### src/rtl/apu_noise.sv
// ---------------------------------------------------------------------------
// apu_noise : 2A03-style noise channel.
//
// A 12-bit period timer paced by cpu_en clocks a 15-bit LFSR. A length
// counter (clocked by hframe) gates the channel, and an envelope unit
// (clocked by qframe) supplies a decaying volume unless constant volume is
// selected. The 4-bit sample is registered one cycle after the state that
// produces it.
//
// Parameters
//   PAL       0 = NTSC period table, 1 = PAL period table
//
// Ports
//   clk       system clock, all state updates on its rising edge
//   reset     synchronous, active-high reset
//   cpu_en    one-cycle strobe, once per CPU cycle
//   qframe    quarter-frame strobe (clocks the envelope)
//   hframe    half-frame strobe (clocks the length counter)
//   reg_we    register write strobe, one cycle
//   reg_addr  register select, 0..3 = $400C..$400F
//   reg_data  write data
//   enable    channel enable ($4015 bit 3)
//   out       noise sample to the mixer
//   active    high while the length counter is nonzero
// ---------------------------------------------------------------------------
module apu_noise #(
  parameter bit PAL = 1'b0
) (
  input  logic       clk,
  input  logic       reset,
  input  logic       cpu_en,
  input  logic       qframe,
  input  logic       hframe,
  input  logic       reg_we,
  input  logic [1:0] reg_addr,
  input  logic [7:0] reg_data,
  input  logic       enable,
  output logic [3:0] out,
  output logic       active
);

  // -------------------------------------------------------------------------
  // Lookup tables
  // -------------------------------------------------------------------------

  // Timer period in CPU cycles for each period index.
  function automatic logic [11:0] period_cycles(input logic [3:0] idx);
    logic [11:0] cycles;
    // NOTE: a default on every case keeps the lookup purely combinational;
    // a missing arm would otherwise infer a latch.
    if (PAL) begin
      case (idx)
        4'd0:    cycles = 12'd4;
        4'd1:    cycles = 12'd8;
        4'd2:    cycles = 12'd14;
        4'd3:    cycles = 12'd30;
        4'd4:    cycles = 12'd60;
        4'd5:    cycles = 12'd88;
        4'd6:    cycles = 12'd118;
        4'd7:    cycles = 12'd148;
        4'd8:    cycles = 12'd188;
        4'd9:    cycles = 12'd236;
        4'd10:   cycles = 12'd354;
        4'd11:   cycles = 12'd472;
        4'd12:   cycles = 12'd708;
        4'd13:   cycles = 12'd944;
        4'd14:   cycles = 12'd1890;
        default: cycles = 12'd3778;
      endcase
    end else begin
      case (idx)
        4'd0:    cycles = 12'd4;
        4'd1:    cycles = 12'd8;
        4'd2:    cycles = 12'd16;
        4'd3:    cycles = 12'd32;
        4'd4:    cycles = 12'd64;
        4'd5:    cycles = 12'd96;
        4'd6:    cycles = 12'd128;
        4'd7:    cycles = 12'd160;
        4'd8:    cycles = 12'd202;
        4'd9:    cycles = 12'd254;
        4'd10:   cycles = 12'd380;
        4'd11:   cycles = 12'd508;
        4'd12:   cycles = 12'd762;
        4'd13:   cycles = 12'd1016;
        4'd14:   cycles = 12'd2034;
        default: cycles = 12'd4068;
      endcase
    end
    return cycles;
  endfunction

  // Length counter load value for each 5-bit length index.
  function automatic logic [7:0] length_count(input logic [4:0] idx);
    logic [7:0] count;
    case (idx)
      5'd0:    count = 8'd10;
      5'd1:    count = 8'd254;
      5'd2:    count = 8'd20;
      5'd3:    count = 8'd2;
      5'd4:    count = 8'd40;
      5'd5:    count = 8'd4;
      5'd6:    count = 8'd80;
      5'd7:    count = 8'd6;
      5'd8:    count = 8'd160;
      5'd9:    count = 8'd8;
      5'd10:   count = 8'd60;
      5'd11:   count = 8'd10;
      5'd12:   count = 8'd14;
      5'd13:   count = 8'd12;
      5'd14:   count = 8'd26;
      5'd15:   count = 8'd14;
      5'd16:   count = 8'd12;
      5'd17:   count = 8'd16;
      5'd18:   count = 8'd24;
      5'd19:   count = 8'd18;
      5'd20:   count = 8'd48;
      5'd21:   count = 8'd20;
      5'd22:   count = 8'd96;
      5'd23:   count = 8'd22;
      5'd24:   count = 8'd192;
      5'd25:   count = 8'd24;
      5'd26:   count = 8'd72;
      5'd27:   count = 8'd26;
      5'd28:   count = 8'd16;
      5'd29:   count = 8'd28;
      5'd30:   count = 8'd32;
      default: count = 8'd30;
    endcase
    return count;
  endfunction

  // -------------------------------------------------------------------------
  // Register file
  // -------------------------------------------------------------------------
  logic       we_ctrl;     // $400C
  logic       we_period;   // $400E
  logic       we_length;   // $400F

  assign we_ctrl   = reg_we && (reg_addr == 2'd0);
  assign we_period = reg_we && (reg_addr == 2'd2);
  assign we_length = reg_we && (reg_addr == 2'd3);

  logic       halt;        // H: length halt / envelope loop
  logic       const_vol;   // C: constant volume select
  logic [3:0] volume;      // V: constant volume or envelope divider period
  logic       mode;        // M: short-sequence LFSR tap
  logic [3:0] period_idx;  // P: timer period index

  // The length index is consumed on the $400F write itself (it only selects
  // the load value), so it never needs to be held in a register.
  // NOTE: synchronous reset lives inside the clocked block; every register
  // here is a discrete flop, so all of them are reset.
  always_ff @(posedge clk) begin
    if (reset) begin
      halt       <= 1'b0;
      const_vol  <= 1'b0;
      volume     <= 4'd0;
      mode       <= 1'b0;
      period_idx <= 4'd0;
    end else begin
      if (we_ctrl) begin
        halt      <= reg_data[5];
        const_vol <= reg_data[4];
        volume    <= reg_data[3:0];
      end
      if (we_period) begin
        mode       <= reg_data[7];
        period_idx <= reg_data[3:0];
      end
    end
  end

  // -------------------------------------------------------------------------
  // Period timer and LFSR
  // -------------------------------------------------------------------------
  logic [11:0] timer;
  logic [14:0] lfsr;
  logic [11:0] timer_reload;
  logic        feedback;

  // A write to $400E landing on a reload cycle is picked up at the following
  // reload, because period_idx only changes after this edge.
  assign timer_reload = period_cycles(period_idx) - 12'd1;
  assign feedback     = lfsr[0] ^ (mode ? lfsr[6] : lfsr[1]);

  // NOTE: non-blocking assignments so every branch sees the pre-edge state,
  // regardless of statement order.
  always_ff @(posedge clk) begin
    if (reset) begin
      timer <= 12'd0;
      lfsr  <= 15'h0001;
    end else if (cpu_en) begin
      if (timer == 12'd0) begin
        timer <= timer_reload;
        lfsr  <= {feedback, lfsr[14:1]};
      end else begin
        timer <= timer - 12'd1;
      end
    end
  end

  // -------------------------------------------------------------------------
  // Length counter
  // -------------------------------------------------------------------------
  logic [7:0] length_cnt;

  // A load wins over a coincident hframe; a disabled channel is forced to 0.
  always_ff @(posedge clk) begin
    if (reset) begin
      length_cnt <= 8'd0;
    end else if (we_length && enable) begin
      length_cnt <= length_count(reg_data[7:3]);
    end else if (!enable) begin
      length_cnt <= 8'd0;
    end else if (hframe && (length_cnt != 8'd0) && !halt) begin
      length_cnt <= length_cnt - 8'd1;
    end
  end

  // -------------------------------------------------------------------------
  // Envelope
  // -------------------------------------------------------------------------
  logic       start_flag;
  logic [3:0] divider;
  logic [3:0] decay;

  always_ff @(posedge clk) begin
    if (reset) begin
      start_flag <= 1'b0;
      divider    <= 4'd0;
      decay      <= 4'd0;
    end else begin
      if (qframe) begin
        if (start_flag) begin
          decay   <= 4'd15;
          divider <= volume;
        end else if (divider == 4'd0) begin
          divider <= volume;
          if (decay != 4'd0) begin
            decay <= decay - 4'd1;
          end else if (halt) begin
            decay <= 4'd15;
          end
        end else begin
          divider <= divider - 4'd1;
        end
      end

      // The qframe above acts on the old flag; a coincident $400F write
      // still leaves the flag set for the next quarter frame.
      if (we_length) begin
        start_flag <= 1'b1;
      end else if (qframe && start_flag) begin
        start_flag <= 1'b0;
      end
    end
  end

  // -------------------------------------------------------------------------
  // Outputs
  // -------------------------------------------------------------------------
  always_ff @(posedge clk) begin
    if (reset) begin
      out <= 4'd0;
    end else if (lfsr[0] || (length_cnt == 8'd0)) begin
      out <= 4'd0;
    end else begin
      out <= const_vol ? volume : decay;
    end
  end

  // Gated with reset so the status bit is low for the whole reset window,
  // including the first cycle before the counter has been cleared.
  assign active = (length_cnt != 8'd0) && !reset;

endmodule
### config.mk
export PLATFORM = sky130hd
export DESIGN_NAME = apu_noise
export DESIGN_NICKNAME = d
export VERILOG_FILES = /design/src/rtl/apu_noise.sv
export SDC_FILE = /design/constraint.sdc
export NUM_CORES = 1
export LEC_CHECK = 0
export CAP_MARGIN = 25
export CORE_UTILIZATION = 30
export CTS_CLUSTER_DIAMETER = 100
export DETAILED_ROUTE_END_ITERATION = 12
export GPL_ROUTABILITY_DRIVEN = 1
export GPL_TIMING_DRIVEN = 0
export PLACE_DENSITY = 0.51
export REMOVE_ABC_BUFFERS = 1
export SLEW_MARGIN = 5
export SYNTH_ARGS = -nofsm -noshare
export SYNTH_HDL_FRONTEND = slang
export SYNTH_SLANG_ARGS = --single-unit
### constraint.sdc
create_clock -name clk -period 3.9 [get_ports clk]
set_input_delay 0.975 -clock clk [delete_from_list [all_inputs] [get_ports clk]]
set_output_delay 0.975 -clock clk [all_outputs]
set_load 0.1 [all_outputs]
==> flow_summary.ini <==
[run_status]
status = completed

[floorplanning]
start_util = 0.313
die_h_um = 115
io-pin-count = 22
dieArea_mm2 = 0.0132
coreArea_mm2 = 0.0122
fp.dieW_um = 115
rows = 40

[timing]
hold_ws_ps = 446
clock_skew_ps = 8.41
period_needed_ps = 3750
tightestPinTransition_ps = 976
worst_slack_ps = 147
setup_viol = 0
hold_viol = 0
slew_viol_final = 0
rsz0062_at_grt = no
max_slew_margin = 0.347
fin_crit_sh = 0.962
max_freq_mhz = 266

[cells_and_area]
area.growth.synth_to_final_pct = 16.8
drive_above_1_share = 0.0766
antenna_cells = 0
final_nets = 508
fin_util = 0.366

[drt]
vias = 3216
routed_wl_mm = 8.39
viasPerCell = 4.94
drc_errors = 0
first_iter_violations = 111
firstDrtPassIters = 4
ant_nets = 0
post_drt_wl_per_cell_um = 12.9

[yosys]
synth_top_family_by_area = simple AND/OR/NAND/NOR gates
muxShareOfSynthArea = 0.0605
yosysWarnings = 0
synth.most_common_cell = dfxtp_1
yosys.area_share.xor_xnor = 0.0252
synth_edf_count = 0
synth_flop_cell = dfxtp_1
synth_top_area_share = 0.366
seq_area_frac_synth = 0.366
yosys.area_share.simple = 0.267
synth.area.top_cells = dfxtp_1 37%, mux2i_1 5.8%, nand2_1 5.6%
yosysUniqueCellTypes = 68
synthCells = 468
synth_fa_ha_area_frac = 0.0425
syn_area_per_cell_um2 = 8.17
synthTopCellsByCount = 70 x dfxtp_1, 57 x nand2_1, 48 x nor2_1
synth-compound-area-share = 0.185
ys_ff_latch = 70
syn-cell-area_mm2 = 0.00382
yosysTopAreaCell = dfxtp_1
async_reset_ff_frac = 0

[placed_design]
dpl_worst_slack_ps = 134
io_buffers = 21
hpwl_mm = 5.93
gp_congestion = 0.873

[grt]
antenna_found_initial = 0
grt_overflow = 0
grt_pass1_wl_mm = 14.5
first_global_vias = 2999
grtUsageTotal = 0.139
grt_start_max_net_pins = 34

[pwr]
p_leak_nw = 1.66
power_density_mw_per_mm2 = 567
ir_drop_mv = 0.202

[hold_path]
hold_start = lfsr[12]$_SDFFE_PP0P_
hp-class = register to register
holdPathStages = 2
hold_path_end = lfsr[11]$_SDFFE_PP0P_

[clock_network]
post_cts_buffers = 0
ctsResizeCount = 0
cts_tree = yes
clock-root-buffer = clkbuf_16
cts.clk_slew.worst_paths_ps = 60
clk_path_buf_depth = 2
cts_made_buffers = 9
clock-sinks = 70
cts_hold_buffers = 0
htreeDepth = 3
clk_latency_ps = 330

[setup_path]
end_kind = output port
crit_fanout = 33
critPathKind = input port to output port
critPathArrivalTime_ps = 2780
r2r_start = timer[0]$_SDFFE_PP0P_
regToRegEndpoint = timer[2]$_SDFFE_PP0P_
rrSetupSlack_ps = 1690
crit_required_ps = 2920
startpoint_type = input port
reg2regPathDepth = 6

[flow_run]
cap_violations = 0
## per-layer routing
| metal | routed length, um | GRT usage | up-vias | share of wire |
|---|---|---|---|---|
| met2 | 3530 | 0.212 | 54 | 0.42 |
| met4 | 200 | 0.0753 | 0 | 0.024 |
| met3 | 240 | 0.0211 | 12 | 0.029 |
| met5 | 0 | 0 | - | 0 |
| met1 | 4410 | 0.189 | 1460 | 0.53 |
| li1 | - | - | 1690 | - |
## worst max-delay path, cell delays in order
cell,delay (ps)
buf_2,290
buf_12,260
nor2_1,110
clkdlybuf4s50_1,1140
## per-stage QoR
step	power (mW)	TNS, ps	cell area [um^2]	std cells
global route	2.70	0	4470	651
CTS	2.55	0	4470	651
global placement	1.67	-1760	4140	634
floorplan	1.48	0	3720	445
finish	2.53	0	4470	651
detailed placement	1.68	0	4150	635
## final cells by class
type	instances	area, um^2
clock buffer	10	229
clock inverter	6	86.3
fill	1292	7740
inverter	25	93.8
multi-input combinational	350	2220
sequential	70	1400
tap	168	210
timing repair buffer	22	225
## cell usage in the layout, fill, tap and decap left out, types with 11 or more instances in the layout
cell,n
dfxtp_1,70
nand2_1,57
nor2_1,48
a21oi_1,35
inv_1,23
mux2i_1,22
clkdlybuf4s50_1,20
nor3_1,17
o21ai_0,15
ha_1,13
nand2b_1,11
## cells by family after synthesis
kind of cell,after synthesis
flops,70
fa+ha+maj,13
compound gates,108
mux,23
simple gates,195
xor+xnor,11
buf+inv,48
## worst max-delay path by stage
stage / slack (ps) / startpoint / end
6_report: 150 / reset / active
5_1_grt: 80 / reset / active
4_1_cts: 140 / reset / active
3_5_place_dp: 130 / reset / active
3_3_place_gp: -1330 / reset / active
2_1_floorplan: 700 / reset / active
## report_power, final
| group | switching, mW | internal, mW | total (mW) | leakage, nW |
|---|---|---|---|---|
| clock | 0.310 | 0.559 | 0.868 | 0.152 |
| sequential | 0.0996 | 0.802 | 0.901 | 0.570 |
| combinational | 0.455 | 0.308 | 0.763 | 0.933 |
No activity file was read; power rests on OpenSTA's default activity.
